$ cat src/rtl/bcd_pkg.sv
`default_nettype none
// ============================================================================
// Module   : bcd_pkg
// Purpose  : Shared BCD types, constants and helpers for the BCD datapaths.
// Revision : 1.0 - initial release
// ============================================================================
package bcd_pkg;

    typedef enum logic [1:0] {
        IDLE  = 2'd0,
        SHIFT = 2'd1,
        DONE  = 2'd2
    } bcd_state_t;

    localparam logic [3:0] BCD_ADJ = 4'd3;
    localparam logic [3:0] BCD_THR = 4'd8;

    function automatic logic digit_is_valid(input logic [3:0] nibble);
        return (nibble <= 4'd9);
    endfunction

endpackage
`default_nettype wire

$ cat src/rtl/bcd_digit_adjust.sv
`default_nettype none
// ============================================================================
// Module   : bcd_digit_adjust
// Purpose  : One-digit correction cell for reverse double-dabble (>=8 -> -3).
// Revision : 1.0 - initial release
// ============================================================================
module bcd_digit_adjust
    import bcd_pkg::*;
(
    input  logic [3:0] digit_i,
    output logic [3:0] digit_o
);

    assign digit_o = (digit_i >= BCD_THR) ? (digit_i - BCD_ADJ) : digit_i;

endmodule
`default_nettype wire

$ cat src/rtl/bcd_to_bin_seq.sv
`default_nettype none
// ============================================================================
// Module   : bcd_to_bin_seq
// Purpose  : Sequential packed-BCD to binary converter (reverse double-dabble).
// Revision : 1.0 - initial release
// ============================================================================
module bcd_to_bin_seq
    import bcd_pkg::*;
#(
    parameter int DIGITS = 4,
    parameter int BIN_W  = 14
) (
    input  logic                  clk,
    input  logic                  rst,
    input  logic                  start,
    input  logic [4*DIGITS-1:0]   bcd_in,
    output logic                  busy,
    output logic                  done,
    output logic                  err,
    output logic [BIN_W-1:0]      bin_out
);

    localparam int BCD_W  = 4 * DIGITS;
    localparam int WORK_W = BCD_W + BIN_W;
    localparam int CNT_W  = $clog2(BIN_W + 1);

    bcd_state_t          state_q, state_d;
    logic [WORK_W-1:0]   work_q, work_d;
    logic [CNT_W-1:0]    cnt_q, cnt_d;
    logic                err_q, err_d;
    logic [BIN_W-1:0]    bin_q, bin_d;

    logic [WORK_W-1:0]   work_shift;
    logic [BCD_W-1:0]    adj_field;
    logic [WORK_W-1:0]   work_step;
    logic                in_valid;

    // One iteration: shift the whole register right, then correct each BCD digit.
    assign work_shift = work_q >> 1;

    generate
        for (genvar gi = 0; gi < DIGITS; gi++) begin : g_adj
            bcd_digit_adjust u_adj (
                .digit_i (work_shift[BIN_W + 4*gi +: 4]),
                .digit_o (adj_field[4*gi +: 4])
            );
        end
    endgenerate

    assign work_step = {adj_field, work_shift[BIN_W-1:0]};

    always_comb begin
        in_valid = 1'b1;
        for (int i = 0; i < DIGITS; i++) begin
            if (!digit_is_valid(bcd_in[4*i +: 4])) begin
                in_valid = 1'b0;
            end
        end
    end

    always_comb begin
        state_d = state_q;
        work_d  = work_q;
        cnt_d   = cnt_q;
        err_d   = err_q;
        bin_d   = bin_q;
        case (state_q)
            IDLE: begin
                if (start) begin
                    if (in_valid) begin
                        work_d  = {bcd_in, {BIN_W{1'b0}}};
                        cnt_d   = '0;
                        err_d   = 1'b0;
                        state_d = SHIFT;
                    end else begin
                        // Bad digit: report immediately, no iterations run.
                        err_d   = 1'b1;
                        bin_d   = '0;
                        state_d = DONE;
                    end
                end
            end
            SHIFT: begin
                work_d = work_step;
                cnt_d  = cnt_q + CNT_W'(1);
                if (cnt_q == CNT_W'(BIN_W - 1)) begin
                    bin_d   = work_step[BIN_W-1:0];
                    state_d = DONE;
                end
            end
            DONE: begin
                state_d = IDLE;
            end
            default: begin
                state_d = IDLE;
            end
        endcase
    end

    always_ff @(posedge clk) begin
        if (rst) begin
            state_q <= IDLE;
            work_q  <= '0;
            cnt_q   <= '0;
            err_q   <= 1'b0;
            bin_q   <= '0;
        end else begin
            state_q <= state_d;
            work_q  <= work_d;
            cnt_q   <= cnt_d;
            err_q   <= err_d;
            bin_q   <= bin_d;
        end
    end

    assign busy    = (state_q == SHIFT);
    assign done    = (state_q == DONE);
    assign err     = err_q;
    assign bin_out = bin_q;

endmodule
`default_nettype wire

$ cat config.mk
export PLATFORM = sky130hd
export DESIGN_NAME = bcd_to_bin_seq
export DESIGN_NICKNAME = d
export VERILOG_FILES = /design/src/rtl/bcd_pkg.sv /design/src/rtl/bcd_digit_adjust.sv /design/src/rtl/bcd_to_bin_seq.sv
export SDC_FILE = /design/constraint.sdc
export NUM_CORES = 1
export LEC_CHECK = 0
export ABC_AREA = 1
export CAP_MARGIN = 20
export CORE_ASPECT_RATIO = 1.75
export CORE_UTILIZATION = 35
export CTS_BUF_LIST = sky130_fd_sc_hd__clkbuf_16
export CTS_CLUSTER_SIZE = 24
export DETAILED_ROUTE_END_ITERATION = 8
export PLACE_DENSITY = 0.67
export SLEW_MARGIN = 5
export SYNTH_ARGS = -nofsm -noshare
export SYNTH_HDL_FRONTEND = slang
export SYNTH_SLANG_ARGS = --single-unit
$ cat constraint.sdc
create_clock -name clk -period 1.4 [get_ports clk]
set_clock_uncertainty 0.15 [all_clocks]
set_input_delay 0.28 -clock clk [delete_from_list [all_inputs] [get_ports clk]]
set_output_delay 0.28 -clock clk [all_outputs]
set_load 0.02 [all_outputs]
==> results.md <==
- Status: complete, but fails checks
- Failing checks: negative setup slack
- Via density per instance: 4.97
- Ys async rst share: 0%
- Hold endpoint: bin_out[3]
- Final core occ: 57.6%
- Max frequency: 656 MHz
- Max rail drop VDD: 0.000684 V
- Commonest non-fill, non-tap cell in the layout: nand2_1
- Fraction of layout cells with a size suffix above 1: 45.3%
- Die Y: 113 um
- Fillers: 587
- Hold depth: 2
- Pre-Repair DR Iteration Count: 4
- TritonCTS clock tree: yes
- Final net count: 450
- Number of diodes: 0
- Boundary Pins: 36
- Reg2Reg Capture Point: bin_out[13]
- Final instance area: 3950 um2
- HPWL Detailed: 4140 um
- Multi-input gate area: 1560 um2
- Yosys top cell area share: 40.3%
- Mapped Nets: 359
- Main area contributors after synthesis: dfxtp_1, nand2_1, a21oi_1
- Number of setup violations in the final report: 48
- Crit path required time: 0.97 ns
- Critical R2R Launch: state_q[0]
- Vias: 2524
- Worst setup EP type: output pin
- Initial Util: 36.2%
- Relative slew slack: 78.6%
- Clock sinks: 50
- Mean Syn Cell Area: 7.48 um2
- Hold Slack: 0.311 ns
- Crit path kind: reg2out
- Synthesized flop and latch total: 50
- Sequential fraction of the synthesis area: 40.3%
- Routed wire length: 6870 um
- GRT Overall Usage: 19.1%
- Hold Startpoint: bin_out[3]
- Synth Warn #: 0
- Vias in the first global route: 2586
- Largest net degree at the start of global routing: 34
- Min Tclk post-route: 1.52 ns
- Total CTS buffers: 5
- Placed cell areas: 3290 um2
- Commonest cells after routing, fill and taps aside: nand2_1, buf_4, dfxtp_1, nor2_1, a21oi_1
- Reg area: 1020 um2
- WP data arrival: 1.09 ns
- ANT nets after route: 0
- Tcrit/Tclk final: 109%
- Synth Flop Type: dfxtp_1
- Post-Syn Instances: 332
- Congestion Overflow GR: 0
- EDFF count, synth: 0
- Fin. max-slew vios: 0
- Leak Pwr: 1.66 nW
- Initial antenna violation count: 0
- FF-to-FF setup slack: -0.12 ns
- H-tree levels: 2
- Slack of the critical path: -0.124 ns
- Skew-Pair Late Insertion Delay: 0.29 ns
- Final GP Congestion: 0.836
- First-pass GRT wire length: 11200 um
- DR WL/cell: 13.5 um
- Fin. Hold Viols: 0
- Initial drt markers: 157
- Post-Syn Area: 2480 um2
- RSZ-0062 raised after global routing: true
- I/O Buffers: 35
- CP max FO: 3
- Std cell rows: 40
- Reg2reg path depth: 10
- P&R area growth vs syn: 58.9%
- Clk root buf: clkbuf_16
- # hold bufs at CTS: 0
- Max-Cap Viols: 0
- CTS max path bufs: 2
- Area leader, netlist: dfxtp_1
- Die Width: 65.7 um
- Worst setup SP type: flop
- Residual DRC count: 0
- Hold/Removal Path Class: reg2reg
- Core Box Area: 6860 um2
- Slew @ Worst Pin: 0.319 ns
- Synth unique cells: 28
- Clock slew seen by the registers of the worst setup and hold paths: 0.07 ns
- Die area: 7450 um2
- Cell Pwr Density: 1010 nW/um2
## power by group
group          total (mW)  switching [mW]  internal, mW  leakage [nW]
logic                1.07           0.570         0.504          1.17
clock network        1.38           0.538         0.844        0.0804
registers            1.55          0.0596          1.49         0.410
## metrics by stage
stage               power, mW  setup WS, ns  std cells  setup TNS, ns
CTS                      3.90        -0.165        507          -3.70
global route             4.16        -0.201        508          -6.80
global placement         2.32        -0.521        482         -23.23
detailed placement       2.33        -0.568        482         -24.56
floorplan                2.00       -0.0227        332        -0.0501
finish                   4.00        -0.124        508          -3.55
## cell type report
type | count | area share (%)
Multi-Input combinational cell | 236 | 39.4
Timing Repair Buffer | 101 | 24.3
Clock buffer | 5 | 3.17
Timing Repair inverter | 2 | 0.444
Tap cell | 84 | 2.66
Sequential cell | 50 | 25.8
Inverter | 27 | 3.07
Clock inverter | 3 | 1.11
## cells by family (layout without fill, tap and decap cells)
kind of cell | Yosys count | count (layout) | synth area share [%]
AO/OA/AOI/OAI | 72 | 72 | 16.7
XOR/XNOR | 3 | 3 | 1.06
adder cells (fa/ha/maj) | 8 | 8 | 4.03
buffers and inverters | 47 | 138 | 9.11
flip-flops | 50 | 50 | 40.3
AND/OR/NAND/NOR | 152 | 153 | 28.9
## metal layers
layer | GRT usage [%] | share of wire [%] | wire length (um)
met5 | 0 | 0 | 0
met2 | 35.6 | 57 | 3900
met4 | 9.42 | 2.8 | 191
met3 | 3.00 | 3.6 | 249
met1 | 20.0 | 37 | 2530
## worst max path at each step
stage	to	cells after the start	start
2_1_floorplan	bin_out[10]	10	cnt_q[1]
3_3_place_gp	work_q[3]	10	bcd_in[1]
3_5_place_dp	work_q[4]	10	bcd_in[3]
4_1_cts	busy	3	state_q[0]
5_1_grt	bin_out[4]	10	state_q[0]
6_report	busy	4	state_q[0]
## cells in the mapped netlist, types with 2 or more instances
master     n
a21boi_1   2
a21oi_1   32
a21oi_2   10
a31oi_1    3
buf_2      7
buf_4      2
buf_6      2
clkbuf_1   8
dfxtp_1   50
ha_1       8
inv_1     22
inv_2      4
nand2_1   73
nand2_2    2
nand2_4   12
nand3_1   25
nor2_1    32
nor2_2     4
o21ai_0   11
o21ai_1   12
or2_2      2
xnor2_1    3
## critical path: stages (launching register included)
cell and delay, ns:
dfxtp_2 0.35, inv_2 0.05, nor2_4 0.14, buf_4 0.14, buf_4 0.13
## sequential cells by signal, indices dropped and copies added (netlist names)
signal and count:
bin_out 14, state_q 2, cnt_q 4, work_q 29, err 1
## repair_timing
action	CTS	global route
gates cloned	3	1
endpoints found under the hold margin	0	0
pin swaps	17	27
buffers inserted	14	3
setup endpoints to repair	66	62
gates resized for setup	109	64
Note: power is estimated with default switching activity, not from simulation.
==> RTL edit 1: new RTL, same settings <==
Make the reset (`rst`) asynchronous in one clocked block.
--- a/src/rtl/bcd_to_bin_seq.sv
+++ b/src/rtl/bcd_to_bin_seq.sv
@@ -97,7 +97,7 @@
         endcase
     end
 
-    always_ff @(posedge clk) begin
+    always_ff @(posedge clk or posedge rst) begin
         if (rst) begin
             state_q <= IDLE;
             work_q  <= '0;
Formal check against the unedited RTL: differs if rst is asserted again (counterexample within 4 cycles, from zero or initial values and one cycle with rst high); with rst held inactive, the same outputs for 10 cycles.
==> RTL edit 1 against the unedited design <==
The run still ends with setup timing left; highest routed layer unchanged; design area shrank 5.3%; routed wire length down 2.5%; sequential cell count stayed put; register-to-register slack better by 0.06 ns; cell count decreased by 3.5%; worst setup slack gained 0.055 ns; critical path type unchanged; area after synthesis is 2.7% higher.
Power is not compared: it rests on default switching activity, and its combinational part moved more than twofold at a synthesized area within 25%.
==> RTL edit 1: results (changes against the unedited design) <==
outcome: "finished, violations left"
violations: "setup timing"
track_usage_pct: 18.8  # -0.37 points
synth.net_count: 357  # -0.56%
slowest_delay_ns: 0.40  # +0.05 ns
area_growth_pct: 46.6
use_met1_pct: 20.0  # +0.063 points
num-fill-cells: 616  # +4.9%
multi_input_comb_cells: 246  # +4.2%
met2_length_um: 3730  # -4.2%
inverters_excl_clock: 23  # -21%
vias_per_cell: 4.87  # -2.0%
buffer_area_share_pct: 20.5  # -3.8 points
synth_flop_cell: "dfrtp_1"
wirelength_met1_um: 2610  # +2.9%
dp.cells: 472  # -2.1%
cts_setup_buffers: 6  # -8
place_hpwl_um: 4190  # +1.4%
multiInputGateArea_sq_um: 1370  # -12%
core_sq_um: 6960  # +1.5%
drive_gt1_share_pct: 32.8  # -13 points
finalSetupViolCount: 42  # -13%
worst_pin_slew_ns: 0.277  # -0.0419 ns
grt_pass1_vias: 2391  # -7.5%
setup_ws_ns: -0.0697  # +0.0547 ns
layout.nets: 432  # -4.0%
setup_tns_ns: -1.36  # +2.19 ns
grt_pass1_wl_um: 10800  # -3.9%
ff2ff_setup_slack_ns: -0.06  # +0.06 ns
cts_resized: 125  # +15%
placed_cell_area_sq_um: 3210  # -2.3%
grt_max_degree: 33  # -2.9%
==> RTL edit 1: power groups by stage <==
stage | clock network, W | logic, W | registers [W]
detailed placement | 0 | 0.00183 | 0.00212
finish | 0.00119 | 0.00229 | 0.00213
CTS | 0.00121 | 0.00209 | 0.00211
global route | 0.00127 | 0.00253 | 0.00217
floorplan | 0 | 0.00114 | 0.00211
global placement | 0 | 0.00177 | 0.00210
==> RTL edit 1: worst max-delay path by stage <==
stage / startpoint / end / slack, ns / cells after the start
after detailed placement: bcd_in[2] / bin_out[0] / -0.53 / 9
after floorplan: cnt_q[1] / bin_out[0] / 0.0001 / 8
final: state_q[1] / busy / -0.07 / 4
after CTS: state_q[0] / done / -0.1 / 2
after global routing: state_q[1] / work_q[26] / -0.12 / 9
after global placement: bcd_in[9] / bin_out[4] / -0.51 / 9
==> RTL edit 1: cell families after synthesis <==
logic type                 share of synthesized area (%)
AOI/OAI and AO/OA                                   3.87
adders and majority gates                           3.92
buffers and inverters                               7.11
DFF                                                 49.0
and+or+nand+nor                                     36.1
==> RTL edit 2: new RTL, same flow settings <==
Made on the original files. The parameter `BIN_W` goes from 14 to 28.
--- a/src/rtl/bcd_to_bin_seq.sv
+++ b/src/rtl/bcd_to_bin_seq.sv
@@ -8,7 +8,7 @@
     import bcd_pkg::*;
 #(
     parameter int DIGITS = 4,
-    parameter int BIN_W  = 14
+    parameter int BIN_W  = 28
 ) (
     input  logic                  clk,
     input  logic                  rst,
Ports: changed (resized bin_out); port bits go from 36 to 50. The function was not compared with the original's and may differ.
==> RTL edit 2 against the unedited design <==
The flow still finishes with violations (setup timing); sequential share of layout area increased by 3.3 points; design area increased by 39%; sequential cell count increased by 29; routed wire length increased by 53%; area after synthesis increased by 38%; worst setup slack got worse by 0.10 ns; die area increased by 37%; critical path depth increased by 7; total power increased by 52%; synthesized cell count increased by 40%; critical path type is now flop to flop.
==> RTL edit 2: results (changes against the unedited design) <==
ir_worst_vdd_mv: 0.787  # +15%
layout.nets: 592  # +32%
ys_top_cells_by_area: "dfxtp_1 46%, nand2_1 14%, a21oi_1 8.3%"
dp.cells: 653  # +35%
grt_pass1_wl_um: 14600  # +29%
crit_fanout: 8  # +5
vias_per_cell: 5.01  # +0.81%
place_hpwl_um: 5450  # +32%
drive_gt1_share_pct: 47.6  # +2.4 points
placed_cell_area_sq_um: 4350  # +32%
finalSetupViolCount: 79  # +65%
wirelength_um: 10500  # +53%
grt_pass1_vias: 3141  # +21%
cellLeakagePower_nw: 2.16  # +30%
worst_pin_slew_ns: 0.364  # +0.0451 ns
avgSynthCellArea_sq_um: 7.37  # -1.5%
synthTopCellsByCount: "130 x nand2_1, 79 x dfxtp_1, 57 x a21oi_1"
io_buffers: 49  # +40%
track_usage_pct: 17.9  # -1.2 points
cp_data_arrival_time_ns: 1.74  # +0.65 ns
violations: "setup timing"
setup_ws_ns: -0.229  # -0.105 ns
cts-htree-levels: 3  # +1
largest_reg_flops: 43  # +48%
outcome: "finished, violations left"
[RTL edit 2: changes by cell type after synthesis, sizes merged, moves of 4 or more]
cell,delta
a21oi,+26
nor2,+10
nand3,+11
buf,+4
clkbuf,+4
nand2,+57
dfxtp,+29
o21ai,-4
[RTL edit 2: logic make-up after synthesis]
family / synth area share (%)
adder cells (fa/ha/maj): 2.56
flip-flops: 46.1
AO/OA/AOI/OAI: 15.7
buffers and inverters: 7.41
AND/OR/NAND/NOR: 28.2
[RTL edit 2: layout make-up]
cell class	instances	area, sq um
fillers	797	3990
multi-input cells	333	2140
flip-flops and latches	79	1600
repair buffers	115	1170
clock buffers	9	225
well taps	122	153
inverters	25	114
repair inverters	3	43.8
clock inverters	7	41.3
[RTL edit 2: routing by layer]
layer	global-route usage [%]	up-vias	part of all wire, %
li1	-	1713	-
met1	20.7	1637	40
met2	32.0	93	54
met3	2.83	28	3.4
met4	7.91	0	3.3
met5	0	-	0
[RTL edit 2: repair_timing]
| item | 4_1_cts | 5_1_grt |
|---|---|---|
| resized for setup | 190 | 141 |
| pin swaps | 22 | 41 |
| cloned | 3 | 6 |
| endpoints found under the setup margin | 110 | 94 |
| setup buffers | 11 | 5 |
[RTL edit 2: path summary, 6_finish.rpt]
check / cells after the start / end / startpoint
worst max-delay path: 11 / work_q[31] / state_q[0]
worst min-delay path: 5 / work_q[38] / bcd_in[10]
worst max register to register: 11 / work_q[31] / state_q[0]
worst min register to register: 2 / bin_out[6] / bin_out[6]
[RTL edit 2: power by group]
part / leakage (nW) / internal [W] / switching [W]
logic: 1.38 / 0.000702 / 0.000872
registers: 0.643 / 0.00233 / 0.0000820
clock network: 0.140 / 0.00119 / 0.000913
